[src/rtl/mips_run_controller.sv]
// Run/stop/dump controller beside the MIPS core: gates cpu_en for free-run,
// single-step and breakpoints, then streams the register file out on stop.
module mips_run_controller #(
  parameter int PC_W     = 32,
  parameter int DATA_W   = 32,
  parameter int NREG     = 32,
  parameter int STOP_PC  = 84,
  parameter int PC_LIMIT = 1024
) (
  input  logic              LOOP,
  input  logic              rst_n,
  input  logic              start,
  input  logic              step_mode,
  input  logic              step,
  input  logic              bp_en,
  input  logic [PC_W-1:0]   bp_addr,
  input  logic [PC_W-1:0]   pc,
  output logic              cpu_en,
  output logic              paused,
  output logic [4:0]        reg_rd_addr,
  input  logic [DATA_W-1:0] reg_rd_data,
  output logic              dump_valid,
  input  logic              dump_ready,
  output logic [4:0]        dump_addr,
  output logic [DATA_W-1:0] dump_data,
  output logic              done,
  output logic              limit_err,
  output logic [31:0]       instr_count
);

  localparam logic [2:0] IDLE  = 3'd0;
  localparam logic [2:0] RUN   = 3'd1;
  localparam logic [2:0] PAUSE = 3'd2;
  localparam logic [2:0] STEP  = 3'd3;
  localparam logic [2:0] DUMP  = 3'd4;
  localparam logic [2:0] DONE  = 3'd5;

  localparam logic [4:0] LAST_IDX = 5'(NREG - 1);

  logic [2:0]  state;
  logic [2:0]  stateNext;
  logic [4:0]  idx;
  logic        bpMask;
  logic        limitErrQ;
  logic [31:0] instrCount;
  logic        limitHit;
  logic        stopHit;
  logic        bpHit;
  logic        bpLive;
  logic        cpuEn;
  logic        xfer;

  assign limitHit = (pc >= PC_W'(PC_LIMIT));
  assign stopHit  = (pc == PC_W'(STOP_PC)) || limitHit;
  assign bpHit    = bp_en && (pc == bp_addr);
  // bpMask lets the first RUN cycle after a resume execute the breakpoint PC.
  assign bpLive   = bpHit && !bpMask;
  assign xfer     = (state == DUMP) && dump_ready;

  always_comb begin
    cpuEn = 1'b0;
    case (state)
      RUN:     cpuEn = !stopHit && !bpLive;
      STEP:    cpuEn = 1'b1;
      default: cpuEn = 1'b0;
    endcase
  end

  always_comb begin
    stateNext = state;
    case (state)
      IDLE: begin
        if (start) stateNext = step_mode ? PAUSE : RUN;
      end
      RUN: begin
        if (stopHit)     stateNext = DUMP;
        else if (bpLive) stateNext = PAUSE;
      end
      PAUSE: begin
        if (stopHit)                  stateNext = DUMP;
        else if (step)                stateNext = STEP;
        else if (start && !step_mode) stateNext = RUN;
      end
      STEP:    stateNext = PAUSE;
      DUMP: begin
        if (xfer && (idx == LAST_IDX)) stateNext = DONE;
      end
      DONE:    stateNext = DONE;
      default: stateNext = IDLE;
    endcase
  end

  always_ff @(posedge LOOP or negedge rst_n) begin
    if (!rst_n) begin
      state      <= IDLE;
      idx        <= '0;
      bpMask     <= 1'b0;
      limitErrQ  <= 1'b0;
      instrCount <= '0;
    end else begin
      state  <= stateNext;
      bpMask <= (state == PAUSE) && (stateNext == RUN);
      if (cpuEn && (instrCount != '1)) instrCount <= instrCount + 32'd1;
      if ((stateNext == DUMP) && (state != DUMP)) begin
        idx <= '0;
        if (limitHit) limitErrQ <= 1'b1;
      end else if (xfer) begin
        // idx returns to 0 after the last word so addresses read 0 in DONE.
        idx <= (idx == LAST_IDX) ? 5'd0 : idx + 5'd1;
      end
    end
  end

  assign cpu_en      = cpuEn;
  assign paused      = (state == PAUSE);
  assign dump_valid  = (state == DUMP);
  assign reg_rd_addr = idx;
  assign dump_addr   = idx;
  assign dump_data   = (state == DUMP) ? reg_rd_data : '0;
  assign done        = (state == DONE);
  assign limit_err   = limitErrQ;
  assign instr_count = instrCount;

endmodule

[config.mk]
export PLATFORM = sky130hd
export DESIGN_NAME = mips_run_controller
export DESIGN_NICKNAME = d
export VERILOG_FILES = /design/src/rtl/mips_run_controller.sv
export SDC_FILE = /design/constraint.sdc
export NUM_CORES = 1
export LEC_CHECK = 0
export ABC_AREA = 1
export CAP_MARGIN = 5
export CELL_PAD_IN_SITES_DETAIL_PLACEMENT = 2
export CELL_PAD_IN_SITES_GLOBAL_PLACEMENT = 2
export CORE_MARGIN = 2
export CORE_UTILIZATION = 20
export CTS_CLUSTER_DIAMETER = 150
export DETAILED_ROUTE_END_ITERATION = 10
export PLACE_DENSITY = 0.88
export SLEW_MARGIN = 20
export SYNTH_ARGS = -nofsm -noshare
export SYNTH_HDL_FRONTEND = slang
export SYNTH_SLANG_ARGS = --single-unit
[constraint.sdc]
create_clock -name LOOP -period 2.15 [get_ports LOOP]
set_input_delay 0.43 -clock LOOP [delete_from_list [all_inputs] [get_ports LOOP]]
set_output_delay 0.43 -clock LOOP [all_outputs]
set_load 0.1 [all_outputs]
Word-level counts from Yosys, hierarchy flattened. Cells that the tools add are included.

Input bits: 103. Register bits: 42. Output and inout bits: 79. Word-level logic and storage cells: 51.

Order comparisons: 1. Equality and inequality tests: 12. Reductions and logical operators: 17. Multiplexer cells: 14. Add/sub/neg operators: 2.

Operators with widths (count): $add 32x1->32 const B (1); $eq 32x32->1 (1); $eq 32x7->1 const B (1); $ge 32x11->1 const B (1); $mux 32 (1); $ne 32x32->1 const B (1); $mux 3 (7); $pmux 3 s6 (1); $mux 5 (3); $eq 3x3->1 const B (3); $logic_and 1x1->1 (9); $eq 3x1->1 const B (2); $eq 3x2->1 const B (2); $add 5x1->5 const B (1); $eq 5x5->1 const B (1); $logic_not 1->1 (4); $logic_not 3->1 (1); $ne 3x3->1 const B (1); $mux 2 (1); $pmux 1 s2 (1); $reduce_and 2->1 (1); $reduce_bool 2->1 (1); $logic_or 1x1->1 (1).

Longest topological paths before layout.
Depth after elaboration: 9. Depth in mapped cells: 15. Mapped depth without buffers: 14.

Worst setup path before layout. Ideal clock, no wire load.

Path type: reg-to-output. Start point: reg state[1]. End point: out dump_data[10]. Required time: 1.720 ns. Data arrival time: 2.803 ns. Path buffers: 1. Stages on the path, launching flop included: 7. Slack: -1.083 ns. Path through: dfrtp_1 inv_1 nand2_1 nor2_4 inv_1 clkbuf_1 nor2_1.

Cells in the longest elaborated chain, start to end: 2.

RTL lines: from (decl) (RTL line 40) `logic [2:0] state;`; from (signal assigned) (RTL line 101) `state <= stateNext;`; $eq 3x3->1; via dump_valid (RTL line 22) `output logic dump_valid,`; $mux 32 (RTL line 119) `assign dump_data = (state == DUMP) ? reg_rd_data : '0;`; to (decl) (RTL line 25) `output logic [DATA_W-1:0] dump_data,`.

The timed path passes the listed nets, and every way through them passes these cells.

Final worst setup path.
Start point: in pc[19]. End point: out cpu_en.

Cells in the longest elaborated chain, start to end: 6. Elaborated cells on any way between the ends: 10. Those cells by class: order compare (1); eq/ne (2); mux (1); reduce/logical (6).

RTL lines: from (decl) (RTL line 17) `input logic [PC_W-1:0] pc,`; parallel branches: the longest is 4 deep, another holds $ge 32x11->1; $logic_and 1x1->1 (*) (RTL line 63) `RUN: cpuEn = !stopHit && !bpLive;`; $pmux 1 s2 (*) (RTL line 62) `case (state)`; to (decl) (RTL line 18) `output logic cpu_en,`.

Mark *: on every way between the ends.

==> metrics <==
crit path launch=pc[19]; CP endpoint kind=primary output; Vias per Instance=4.50; share of cells above drive strength 1=0.304; register bit total from synthesis=42; CP arrival=1.77 ns; Post-DP Area=0.00651 sq mm; Hold Slack=0.0320 ns; met3 GRT Util=0.0327; largest net degree at the start of global routing=33; fin crit share=1.02; startpoint class of the critical path=primary input; Final Setup Violations=1; worst r2r src=instr_count[0]; die height=141 um; Rel. slew slack=0.702; synthesis-to-finish area growth=80.5%; vias in the first global route=5323; endpoints failing hold=0; vias=~4900; # IOs=182; clk_lat worst skew=0.29 ns; starting density of the core=0.203; Final Util=0.366; Total Power=4.47 mW; met1 Usage GRT=0.206; Routed Antenna Nets=0; Critical Path RT=approximately 1.7 ns; fmax=around 460 MHz; Leakage=3.58 nW; Detailed Routing Iterations Pass 1=4; reg2reg path depth=9; Max-Cap Viols=0; CTS tree=done; total clock sinks=42; final instance area=0.00682 sq mm; Std-Cell Rows=50; max-slew violations=0; clk root buf=clkbuf_16; buffers added on ports=~180; YS warnings=0; gr ovfl total=0; CP Capture Point=cpu_en; Hold Path Class=primary input to async pin; synth unique cells=29; DR iter-0 viols=between 70 and 80; Hold Buf Count CTS=0; Cell Pwr Density=655 mW/mm^2; Routed WL per cell=17.3 um; syn nets=740; Final WS setup=-0.0460 ns; violated checks=setup timing; GRT met2 Usage=0.353; DRC=0; Post-Syn Instances=between 600 and 700; Cell Area, Synth=between 0.003 and 0.004 sq mm; RD Place Congestion=about 0.83; minimum clock period=between 2 and 2.5 ns; dpl hpwl=15.3 mm; Mean Syn Cell Area=5.96 sq um; worst setup path class=primary input to primary output; post-synthesis sequential area ratio=0.278; Die ar.=between 0.02 and 0.025 sq mm; worst reg2reg setup slack=about 0.21 ns; CP Max Fanout=3; skew final=0.00597 ns; antenna violations before repair=3; CTS clock-pin slew for the worst setup and hold paths=0.06 ns; RSZ-0062 raised after global routing=true; DIE WIDTH=141 um; RR Endpoint=instr_count[25]; setup TNS=-0.0460 ns; core area=~0.019 sq mm; Total Routed Length=18.9 mm; worst-margin pin slew=between 0.4 and 0.5 ns; Peak VDD IR=0.255 mV; # nets final=a little under 1000; clk buf depth=2; status=complete, but fails checks; H-tree Lvls=2; first-pass GRT wire length=approximately 29 mm; number of CTS-inserted buffers=5; gr usage total=0.181; number of fillers in the final layout=2216; grt peak-use layer=met2
[registers in the layout (all words and copies together) (netlist names)]
signal	flops
instr_count	32
dump_addr	5
state	3
limit_err	1
bpMask	1
[what timing repair did]
item | in CTS | in global routing
hold endpoints to repair | 0 | 0
endpoints found under the setup margin | 65 | 70
resized for setup | 79 | 93
pin swaps | 37 | 49
buffers inserted | 11 | 5
gates cloned | 0 | 2
[per-stage QoR]
stage	worst slack, ns	cells
2_1_floorplan	-0.267	634
3_3_place_gp	-0.332	1064
3_5_place_dp	-0.414	1064
4_1_cts	-0.126	1083
5_1_grt	-0.116	1093
6_report	-0.0460	1093
[critical path: stages]
cell	delay, ns
clkdlybuf4s15_1	0.24
nor2_1	0.16
nand2_1	0.08
nor2_2	0.13
nand2_2	0.08
nor2_4	0.12
nand2_4	0.08
nor2_4	0.10
nand2_2	0.08
nand2_4	0.09
buf_12	0.18
[where the power goes]
part,switching (mW),internal (mW)
Combinational,1.92,0.837
Clock,0.327,0.462
Sequential,0.0809,0.840
[synthesized netlist by cell type]
cell type / n / area share
or2_2: 1 / 0.0017
nand2_2: 3 / 0.0050
nor4_1: 1 / 0.0017
nor2_1: 90 / 0.089
nand2_4: 2 / 0.0060
nor3_1: 18 / 0.024
o221ai_1: 1 / 0.0023
o22ai_1: 4 / 0.0066
buf_2: 3 / 0.0040
nor2_2: 3 / 0.0050
buf_4: 8 / 0.016
buf_6: 3 / 0.0089
inv_2: 3 / 0.0030
inv_1: 121 / 0.12
xnor2_1: 12 / 0.028
nor3_2: 3 / 0.0079
o21bai_1: 1 / 0.0020
nand2_1: 208 / 0.21
dfrtp_1: 42 / 0.28
nor4_2: 1 / 0.0033
nand3b_1: 1 / 0.0020
xor2_1: 23 / 0.053
nand4_1: 14 / 0.023
nand3_1: 55 / 0.073
nand3_2: 2 / 0.0053
o21ai_0: 2 / 0.0026
clkbuf_1: 3 / 0.0030
nor2_4: 3 / 0.0089
ha_1: 3 / 0.0099
[metal layers]
metal / share of wire / vias to the layer above / wire, um
met5: 0 / - / 0
met4: 0.0086 / 0 / 163
met3: 0.047 / 10 / 898
met2: 0.55 / 136 / 10500
met1: 0.39 / 2416 / 7380
li1: - / 2352 / -
[layout by cell type (no fill, tap or decap), types with 18 or more instances in the layout]
cell type        netlist  final
nand3_1               55     53
clkdlybuf4s50_1        0     36
nand2_1              208    200
buf_12                 0     38
dfrtp_1               42     34
buf_4                  8     89
clkbuf_2               0     22
nor2_1                90     47
inv_1                121    107
xor2_1                23     23
nor2_4                 3     36
dlygate4sd2_1          0     19
clkdlybuf4s15_1        0     18
[worst min path at each step]
stage | startpoint | endpoint | slack, ns
2_1_floorplan | rst_n | bpMask | 0.13
3_3_place_gp | rst_n | dump_addr[2] | 0.34
3_5_place_dp | rst_n | dump_addr[2] | 0.34
4_1_cts | rst_n | dump_addr[2] | 0.03
5_1_grt | rst_n | dump_addr[2] | 0.04
6_report | rst_n | dump_addr[2] | 0.03
[kinds of logic after synthesis]
family | Yosys count | share of synthesized area
xor gates and xnor gates | 35 | 0.0811
AOI/OAI and AO/OA | 8 | 0.0136
and+or+nand+nor | 405 | 0.462
DFF | 42 | 0.278
buffers and inverters | 141 | 0.155
adders and majority gates | 3 | 0.00993
[cell type report]
class / instances / area, sq um / area share
Inverter: 124 / 478 / 0.0700
Timing Repair Buffer: 229 / 2330 / 0.341
Clock buffer: 7 / 143 / 0.0209
Clock inverter: 1 / 5.00 / 0.000733
Timing Repair inverter: 2 / 17.5 / 0.00257
Tap cell: 234 / 293 / 0.0429
Multi-Input combinational cell: 451 / 2490 / 0.365
Antenna cell: 3 / 7.51 / 0.00110
Sequential cell: 42 / 1060 / 0.155
No activity file was read; power rests on OpenSTA's default activity.
